===== config.mk =====
export PLATFORM = sky130hd
export DESIGN_NAME = shared_bus_arbiter
export DESIGN_NICKNAME = d
export VERILOG_FILES = /design/src/rtl/shared_bus_pkg.sv /design/src/rtl/shared_bus_arbiter_rr_pick.sv /design/src/rtl/shared_bus_arbiter.sv
export SDC_FILE = /design/constraint.sdc
export NUM_CORES = 1
export LEC_CHECK = 0
export CORE_MARGIN = 3
export CORE_UTILIZATION = 50
export DETAILED_ROUTE_END_ITERATION = 10
export PLACE_DENSITY_LB_ADDON = 0.3
export SYNTH_ARGS = -nofsm -noshare
export SYNTH_HDL_FRONTEND = slang
export SYNTH_SLANG_ARGS = --single-unit

===== constraint.sdc =====
create_clock -name clk -period 2.1 [get_ports clk]
set_input_delay 0.63 -clock clk [delete_from_list [all_inputs] [get_ports clk]]
set_output_delay 0.63 -clock clk [all_outputs]
set_load 0.02 [all_outputs]

===== src/rtl/shared_bus_pkg.sv =====
// Shared definitions for the shared-bus arbiter: FSM state encoding and
// the helper that sizes the owner index.
package shared_bus_pkg;

   localparam int STATE_W = 2;

   typedef enum logic [STATE_W-1:0] {
      IDLE       = 2'd0,
      GRANT      = 2'd1,
      TURNAROUND = 2'd2
   } state_t;

   // Owner index width; at least one bit even for a single requester.
   function automatic int owner_width(input int n);
      return (n <= 2) ? 1 : $clog2(n);
   endfunction

endpackage


===== src/rtl/shared_bus_arbiter_rr_pick.sv =====
// Combinational circular priority picker: first set request at or after ptr,
// returned as one-hot, as an index, and as an any-request flag.
module rr_pick
   import shared_bus_pkg::*;
#(
   parameter int NUM_REQ = 2,
   parameter int OWNER_W = owner_width(NUM_REQ)
) (
   input  logic [NUM_REQ-1:0] req,
   input  logic [OWNER_W-1:0] ptr,
   output logic [NUM_REQ-1:0] onehot,
   output logic [OWNER_W-1:0] idx,
   output logic               any
);

   // Walk the requesters starting at ptr and wrap; the first hit wins.
   always_comb begin
      int slot;
      slot   = 0;
      onehot = '0;
      idx    = '0;
      any    = 1'b0;
      for (int k = 0; k < NUM_REQ; k++) begin
         slot = int'(ptr) + k;
         if (slot >= NUM_REQ) begin
            slot = slot - NUM_REQ;
         end
         if (!any && req[slot]) begin
            any          = 1'b1;
            onehot[slot] = 1'b1;
            idx          = OWNER_W'(slot);
         end
      end
   end

endmodule


===== src/rtl/shared_bus_arbiter.sv =====
// Round-robin owner arbiter for a shared bidirectional net, with a dead
// turnaround between owners and an optional max-hold timeout.
module shared_bus_arbiter
   import shared_bus_pkg::*;
#(
   parameter  int NUM_REQ   = 2,
   parameter  int MAX_HOLD  = 16,
   parameter  int TA_CYCLES = 1,
   localparam int OWNER_W   = owner_width(NUM_REQ)
) (
   input  logic               clk,
   input  logic               rst,
   input  logic [NUM_REQ-1:0] req,
   output logic [NUM_REQ-1:0] gnt,
   output logic [NUM_REQ-1:0] oe,
   output logic [OWNER_W-1:0] owner,
   output logic               busy,
   output logic               timeout
);

   localparam int HOLD_W = (MAX_HOLD < 1) ? 1 : $clog2(MAX_HOLD + 1);
   localparam int TA_W   = (TA_CYCLES <= 2) ? 1 : $clog2(TA_CYCLES);

   state_t             state_q, state_d;
   logic [NUM_REQ-1:0] gnt_q, gnt_d;
   logic [OWNER_W-1:0] owner_q, owner_d;
   logic [OWNER_W-1:0] ptr_q, ptr_d, ptr_after;
   logic               busy_q, busy_d;
   logic               timeout_q, timeout_d;
   logic [HOLD_W-1:0]  hold_q, hold_d;
   logic [TA_W-1:0]    ta_q, ta_d;

   logic [NUM_REQ-1:0] pick_onehot;
   logic [OWNER_W-1:0] pick_idx;
   logic               pick_any;
   logic               others_req;
   logic               hold_at_max;

   rr_pick #(
      .NUM_REQ (NUM_REQ),
      .OWNER_W (OWNER_W)
   ) u_pick (
      .req    (req),
      .ptr    (ptr_q),
      .onehot (pick_onehot),
      .idx    (pick_idx),
      .any    (pick_any)
   );

   // Next-state and next-output logic; every register holds unless a rule fires.
   always_comb begin
      state_d     = state_q;
      gnt_d       = gnt_q;
      owner_d     = owner_q;
      ptr_d       = ptr_q;
      busy_d      = busy_q;
      timeout_d   = 1'b0;
      hold_d      = hold_q;
      ta_d        = ta_q;
      ptr_after   = '0;
      others_req  = (req & ~gnt_q) != '0;
      hold_at_max = (MAX_HOLD != 0) && (hold_q == HOLD_W'(MAX_HOLD));

      if (int'(owner_q) < NUM_REQ - 1) begin
         ptr_after = owner_q + OWNER_W'(1);
      end

      case (state_q)
         IDLE: begin
            if (pick_any) begin
               state_d = GRANT;
               gnt_d   = pick_onehot;
               owner_d = pick_idx;
               busy_d  = 1'b1;
               hold_d  = (MAX_HOLD != 0) ? HOLD_W'(1) : '0;
            end
         end

         GRANT: begin
            // A voluntary release takes priority over a coincident timeout.
            if (!req[owner_q] || (hold_at_max && others_req)) begin
               state_d   = TURNAROUND;
               gnt_d     = '0;
               busy_d    = 1'b0;
               ptr_d     = ptr_after;
               ta_d      = '0;
               timeout_d = req[owner_q];
            end else if ((MAX_HOLD != 0) && (hold_q != HOLD_W'(MAX_HOLD))) begin
               hold_d = hold_q + HOLD_W'(1);
            end
         end

         TURNAROUND: begin
            if (ta_q == TA_W'(TA_CYCLES - 1)) begin
               if (pick_any) begin
                  state_d = GRANT;
                  gnt_d   = pick_onehot;
                  owner_d = pick_idx;
                  busy_d  = 1'b1;
                  hold_d  = (MAX_HOLD != 0) ? HOLD_W'(1) : '0;
               end else begin
                  state_d = IDLE;
               end
            end else begin
               ta_d = ta_q + TA_W'(1);
            end
         end

         default: begin
            state_d = IDLE;
            gnt_d   = '0;
            busy_d  = 1'b0;
         end
      endcase
   end

   // State and output registers with synchronous reset.
   always_ff @(posedge clk) begin
      if (rst) begin
         state_q   <= IDLE;
         gnt_q     <= '0;
         owner_q   <= '0;
         ptr_q     <= '0;
         busy_q    <= 1'b0;
         timeout_q <= 1'b0;
         hold_q    <= '0;
         ta_q      <= '0;
      end else begin
         state_q   <= state_d;
         gnt_q     <= gnt_d;
         owner_q   <= owner_d;
         ptr_q     <= ptr_d;
         busy_q    <= busy_d;
         timeout_q <= timeout_d;
         hold_q    <= hold_d;
         ta_q      <= ta_d;
      end
   end

   assign gnt     = gnt_q;
   assign oe      = gnt_q;
   assign owner   = owner_q;
   assign busy    = busy_q;
   assign timeout = timeout_q;

endmodule


# Yosys cells after proc, flatten, opt, wreduce, memory -nomap -nowiden

Cells that the tools add are included.

Register bits after elaboration: 14
Bits in latches: 0
RAM bits: 0
Memory bits (read-only): 0
Bits of input ports: 4
Word-level logic and storage cells: 99
Memories: 0

$add $sub $neg: 6
Multipliers: 0
Div/mod/pow operators: 0
$lt $le $gt $ge: 8
Eq/ne operators: 9
Shift-type cells: 0
Mux-type cells: 44
Bitwise operators: 5
Reductions and logical operators: 19

Operators with widths:

| cell                                                        | count |
|---|---|
| >= comparator 32 x 1 -> 1 bit, second input constant        | 2 |
| less-than comparator 32 x 3 -> 1 bit, second input constant | 2 |
| 2-to-1 mux 32 bit                                           | 2 |
| >= comparator 32 x 3 -> 1 bit, second input constant        | 1 |
| subtractor 32 x 3 -> 32 bit, second input constant          | 1 |
| 2-to-1 mux 1 bit                                            | 22 |
| 2-to-1 mux 5 bit                                            | 4 |
| 2-to-1 mux 2 bit                                            | 8 |
| one-hot mux 5 bit (3 select lines)                          | 1 |
| one-hot mux 2 bit (3 select lines)                          | 2 |
| inequality test 2 bit, second input constant                | 5 |
| AND reduction 2 bit                                         | 4 |
| nonzero test 2 bit                                          | 3 |
| adder 5 x 1 -> 5 bit, second input constant                 | 1 |
| equality test 5 bit, second input constant                  | 1 |
| inequality test 5 bit, second input constant                | 1 |
| logical AND 1 bit                                           | 4 |
| one-hot mux 1 bit (2 select lines)                          | 2 |
| AND reduction 4 bit                                         | 1 |
| one-hot mux 1 bit (3 select lines)                          | 1 |
| AND reduction 3 bit                                         | 1 |
| nonzero test 3 bit                                          | 1 |
| OR reduction 3 bit                                          | 1 |
| subtractor 1 x 2 -> 3 bit, second input constant            | 1 |
| other kinds (15)                                            | 19 |

# Depth between registers and ports, before layout

Word-level depth: 12
Gate-level depth with buffers: 6

# Cells and area by module

A second synthesis with hierarchy kept.

Cells, all modules: 83
Area, all modules: 709.4 um2

Modules (own cells, without submodules):

| module             | times used | cells an instance | area an instance (um2) | sequential area each (um2) |
|---|---|---|---|---|
| shared_bus_arbiter | 1          | 78                | 676.9                  | 260.2 |
| rr_pick            | 1          | 5                 | 32.5                   | 0.0 |

# Least setup slack after synthesis

Ideal clock, no wire load.

Path type: input port to flip-flop
Start point: in req[1]
End point: reg hold_q[4]
Setup time: 122 ps
Arrival time: 1,437 ps
Required time: 1,978 ps
Slack: 541 ps
Cell stages on the path: 4
Buffers on the path: 0
Cell sequence: mux2i_1 nor2_1 a41o_1 o311a_1

Cells in the longest elaborated chain, start to end: 10
Elaborated cells between the ends (all ways): 22
Classes of those cells: 1 x eq/ne; 13 x mux; 1 x bitwise; 7 x reduce/logical

Ends and longest elaborated chain:

| item                                                | RTL line                         | text |
|---|---|---|
| from (decl)                                         | shared_bus_arbiter.sv:13         | `input logic [NUM_REQ-1:0] req,` |
| 2-to-1 mux 1 bit (not written as such) (3 in a row) | shared_bus_arbiter_rr_pick.sv:28 | `if (!any && req[slot]) begin` |
| 2-to-1 mux 1 bit                                    | shared_bus_arbiter_rr_pick.sv:28 |  |
| zero test 1 bit                                     | shared_bus_arbiter_rr_pick.sv:28 |  |
| logical AND 1 bit                                   | shared_bus_arbiter_rr_pick.sv:28 |  |
| 2-to-1 mux 1 bit                                    | shared_bus_arbiter_rr_pick.sv:28 |  |
| 2-to-1 mux 5 bit (2 in a row)                       | n/a                              |  |
| one-hot mux 5 bit (3 select lines)                  | n/a                              |  |
| to (signal assigned)                                | shared_bus_arbiter.sv:135        | `hold_q <= hold_d;` |
| to (decl)                                           | shared_bus_arbiter.sv:30         | `logic [HOLD_W-1:0] hold_q, hold_d;` |

Parallel ways exist; a longest one is shown, timed or not. The select of a mux whose other input is x is not followed.
A chain may end at the register's enable or synchronous reset.

# Final worst setup path

Start point: reg owner_q (netlist: owner)
End point: out owner

RTL lines:

| item                   | RTL line                  | text |
|---|---|---|
| from (decl)            | shared_bus_arbiter.sv:26  | `logic [OWNER_W-1:0] owner_q, owner_d;` |
| from (signal assigned) | shared_bus_arbiter.sv:131 | `owner_q <= owner_d;` |
| to (decl)              | shared_bus_arbiter.sv:16  | `output logic [OWNER_W-1:0] owner,` |

No word-level cell between the ends.

==> impl_metrics.tcl <==
set metrics [dict create \
    synth-edff-count 0 \
    io_pins 11 \
    drive_gt1_share_pct 18.9 \
    synthFlopType "dfxtp_1" \
    cts_setup_buffers 0 \
    r2r_start "hold_q[0]$_SDFFE_PP0P_" \
    pre_cts_ws_ns -0.0754 \
    path_cells "clkdlybuf4s50_1" \
    yosysSeqAreaShare_pct 38.7 \
    wire_per_inst_um 13.9 \
    synthesis.area_sq_um 672 \
    hp-class "reg -> reg" \
    wl_mm 1.45 \
    period_share_pct 92.6 \
    irDropWorstVdd_uv 494 \
    synth_fa_ha_area_share_pct 3.72 \
    critical_path.top_delay_family "buffers and inverters" \
    grt_pass1_vias 556 \
    grt_antenna_before_repair 0 \
    h-tree-depth 1 \
    clk_pin_slew_ns 0.08 \
    finalSetupViolCount 0 \
    die-height_um 42.7 \
    regArea_sq_um 260 \
    fin_util_pct 71.0 \
    cts_resized 0 \
    fmax_ghz 0.514 \
    max_stage_delay_ns 0.63 \
    cts_tree "yes" \
    synth_top_cell_area_share_pct 38.7 \
    ff2ff_setup_slack_ns 0.48 \
    n_fill_cell 88 \
    wl_met3_um 92 \
    ant_nets 0 \
    synth_commonest_cells "dfxtp_1, inv_1, a21oi_1, nor2_1" \
    crit_fanout 5 \
    vias_per_cell 5.72 \
    cp-endpoint "owner" \
    layout.cells.non_filler 104 \
    grtUsageTotal_pct 18.2 \
    nNetsFinal 97 \
    synth.most_common_cell "dfxtp_1" \
    ys_ff_latch 13 \
    synth_cells 73 \
    grt_pass1_wl_mm 2.46 \
    fin_ws_ns 0.156 \
    coreArea_sq_um 1190 \
    remaining_drc_errors 0 \
    dp_cells 100 \
    chipWidth_um 42.7 \
    first_pass_iters 4 \
    die_area_sq_um 1820 \
    synth-compound-area-share_pct 27.7 \
    top_layer "met4" \
    p_leak_uw 0.000333 \
    power_density_nw_per_um2 645 \
    place_hpwl_mm 1.13 \
    startpoint "owner$_SDFFE_PP0P_" \
    min_path_cells 2 \
    min_period_ns 1.94 \
    finalMaxSlewViolations 0 \
    cap_violations 0 \
    yosys_warnings 0 \
    finalHoldViolations 0 \
    ys_types 31 \
    synth_nets 79 \
    grt_overflow 0 \
    status "finished, final reports clean" \
    async_reset_ff_share_pct 0 \
    path_depth 1 \
    clock_latency_ns 0.28 \
    crit_arrival_ns 1.31 \
    cp_data_required_time_ns 1.47 \
    initialDrtViolationCount 23 \
    critPathLaunchType "flop" \
    cts_made_buffers 3 \
    path_class "reg -> out" \
    clockBufferDepth 2 \
    crit_slowest_cell "clkdlybuf4s50_1" \
    port-buffer-count 10 \
    total_power_uw 543 \
    endpoint_kind "output pin" \
    num_vias 595 \
    holdWs_ns 0.545 \
    yosys.area_share.simple_pct 16.8 \
    initial_utilization_pct 56.6 \
    rsz0062_at_grt "false" \
    synthMuxAreaShare_pct 6.33 \
    num_antenna_cells 0 \
    synth_area_leaders "dfxtp_1, a21oi_1, inv_1" \
    grt_max_degree 8 \
    cts_sinks 13 \
    place_congestion 0.798 \
    r2r.worst_path.cells 6 \
    clock-root-buffer "clkbuf_4" \
    ctsHoldBuffers 0 \
    worstMarginPinSlew_ns 0.418 \
    syn2layout_area_growth_pct 25.3 \
    cp_num_buf_inv 1 \
    multi_input_area_sq_um 367 \
    fin_skew_ns 0.00849 \
    synth_xor_area_share_pct 0 \
    synth_top_family_by_area "compound AO/OA/AOI/OAI gates" \
    met2WireLength_um 704 \
    reg2reg_to "hold_q[3]$_SDFFE_PP0P_" \
    yosys.area.top_type "dfxtp_1" \
    rows 12 \
    syn_avg_cell_area_sq_um 9.20 \
    relSlewSlack_pct 71.3 \
    drt-met1-wl_um 641 \
]
## report_power, final
group          internal (uW)  total [uW]  switching, uW  leakage [uW]
combinational           54.3         114           59.7      0.000212
clock                   73.8         155           80.8     0.0000150
sequential               260         275           14.7      0.000106
total                    388         543            155      0.000333
## sequential cells by signal, indices dropped and copies added (netlist names)
| register | count |
|---|---|
| timeout | 1 |
| state_q | 2 |
| gnt | 2 |
| owner | 1 |
| busy | 1 |
| hold_q | 5 |
| ptr_q | 1 |
## final cells by class
class,count,share of cell area [%]
Clock buffer,4,3.12
Inverter,7,3.12
Multi-Input combinational cell,50,43.5
Sequential cell,13,30.9
Tap cell,14,2.08
Timing Repair Buffer,16,17.2
## placed cells by master, fill, tap and decap left out, drive strengths merged
master         netlist  final
and4bb               1      1
a41o                 2      2
o311a                2      2
a221oi               2      2
nand2                2      2
nand2b               1      1
buf                  2      6
a21o                 2      2
mux2i                2      2
nor2b                2      2
o21ai                4      4
a211oi               1      1
nor2                 7      7
o21ba                1      1
clkbuf               1      4
ha                   2      2
nor3                 1      1
o21bai               1      1
nand3b               1      1
inv                  7      7
a31oi                2      2
a21boi               3      3
nor4                 1      1
dfxtp               13     13
mux2                 2      2
a21oi                6      6
nand3                2      2
clkdlybuf4s50        0     10
## per-stage QoR
| step | cell area, sq um | setup TNS (ns) |
|---|---|---|
| final | 842 | 0 |
| after global routing | 842 | 0 |
| after CTS | 842 | 0 |
| after detailed placement | 816 | -0.278 |
| after global placement | 816 | -0.00569 |
| after floorplan | 672 | 0 |
## cell families after synthesis
family	count (synthesis)
flops	13
mux	4
simple gates	18
compound gates	26
buf+inv	10
fa+ha+maj	2
## how the worst min path moves through the flow
stage | startpoint | to
final | gnt[1]$_SDFFE_PP0P_ | gnt[1]$_SDFFE_PP0P_
after floorplan | state_q[0]$_SDFFE_PP0P_ | busy$_SDFFE_PP0P_
after global routing | gnt[1]$_SDFFE_PP0P_ | gnt[1]$_SDFFE_PP0P_
after detailed placement | gnt[1]$_SDFFE_PP0P_ | gnt[1]$_SDFFE_PP0P_
after CTS | gnt[1]$_SDFFE_PP0P_ | gnt[1]$_SDFFE_PP0P_
after global placement | hold_q[0]$_SDFFE_PP0P_ | hold_q[0]$_SDFFE_PP0P_
## tightest hold or removal path, cell delays in order, from the launching register on
cell and delay (ns):
dfxtp_1 0.35, nand3_1 0.08, a221oi_1 0.06
## metal layers
metal  up-vias  global-route usage (%)
met5         -                       0
met4         0                    3.73
met3         3                    7.63
met2        20                    31.7
met1       272                    20.5
li1        300                       -
Note: power is estimated with default switching activity, not from simulation.
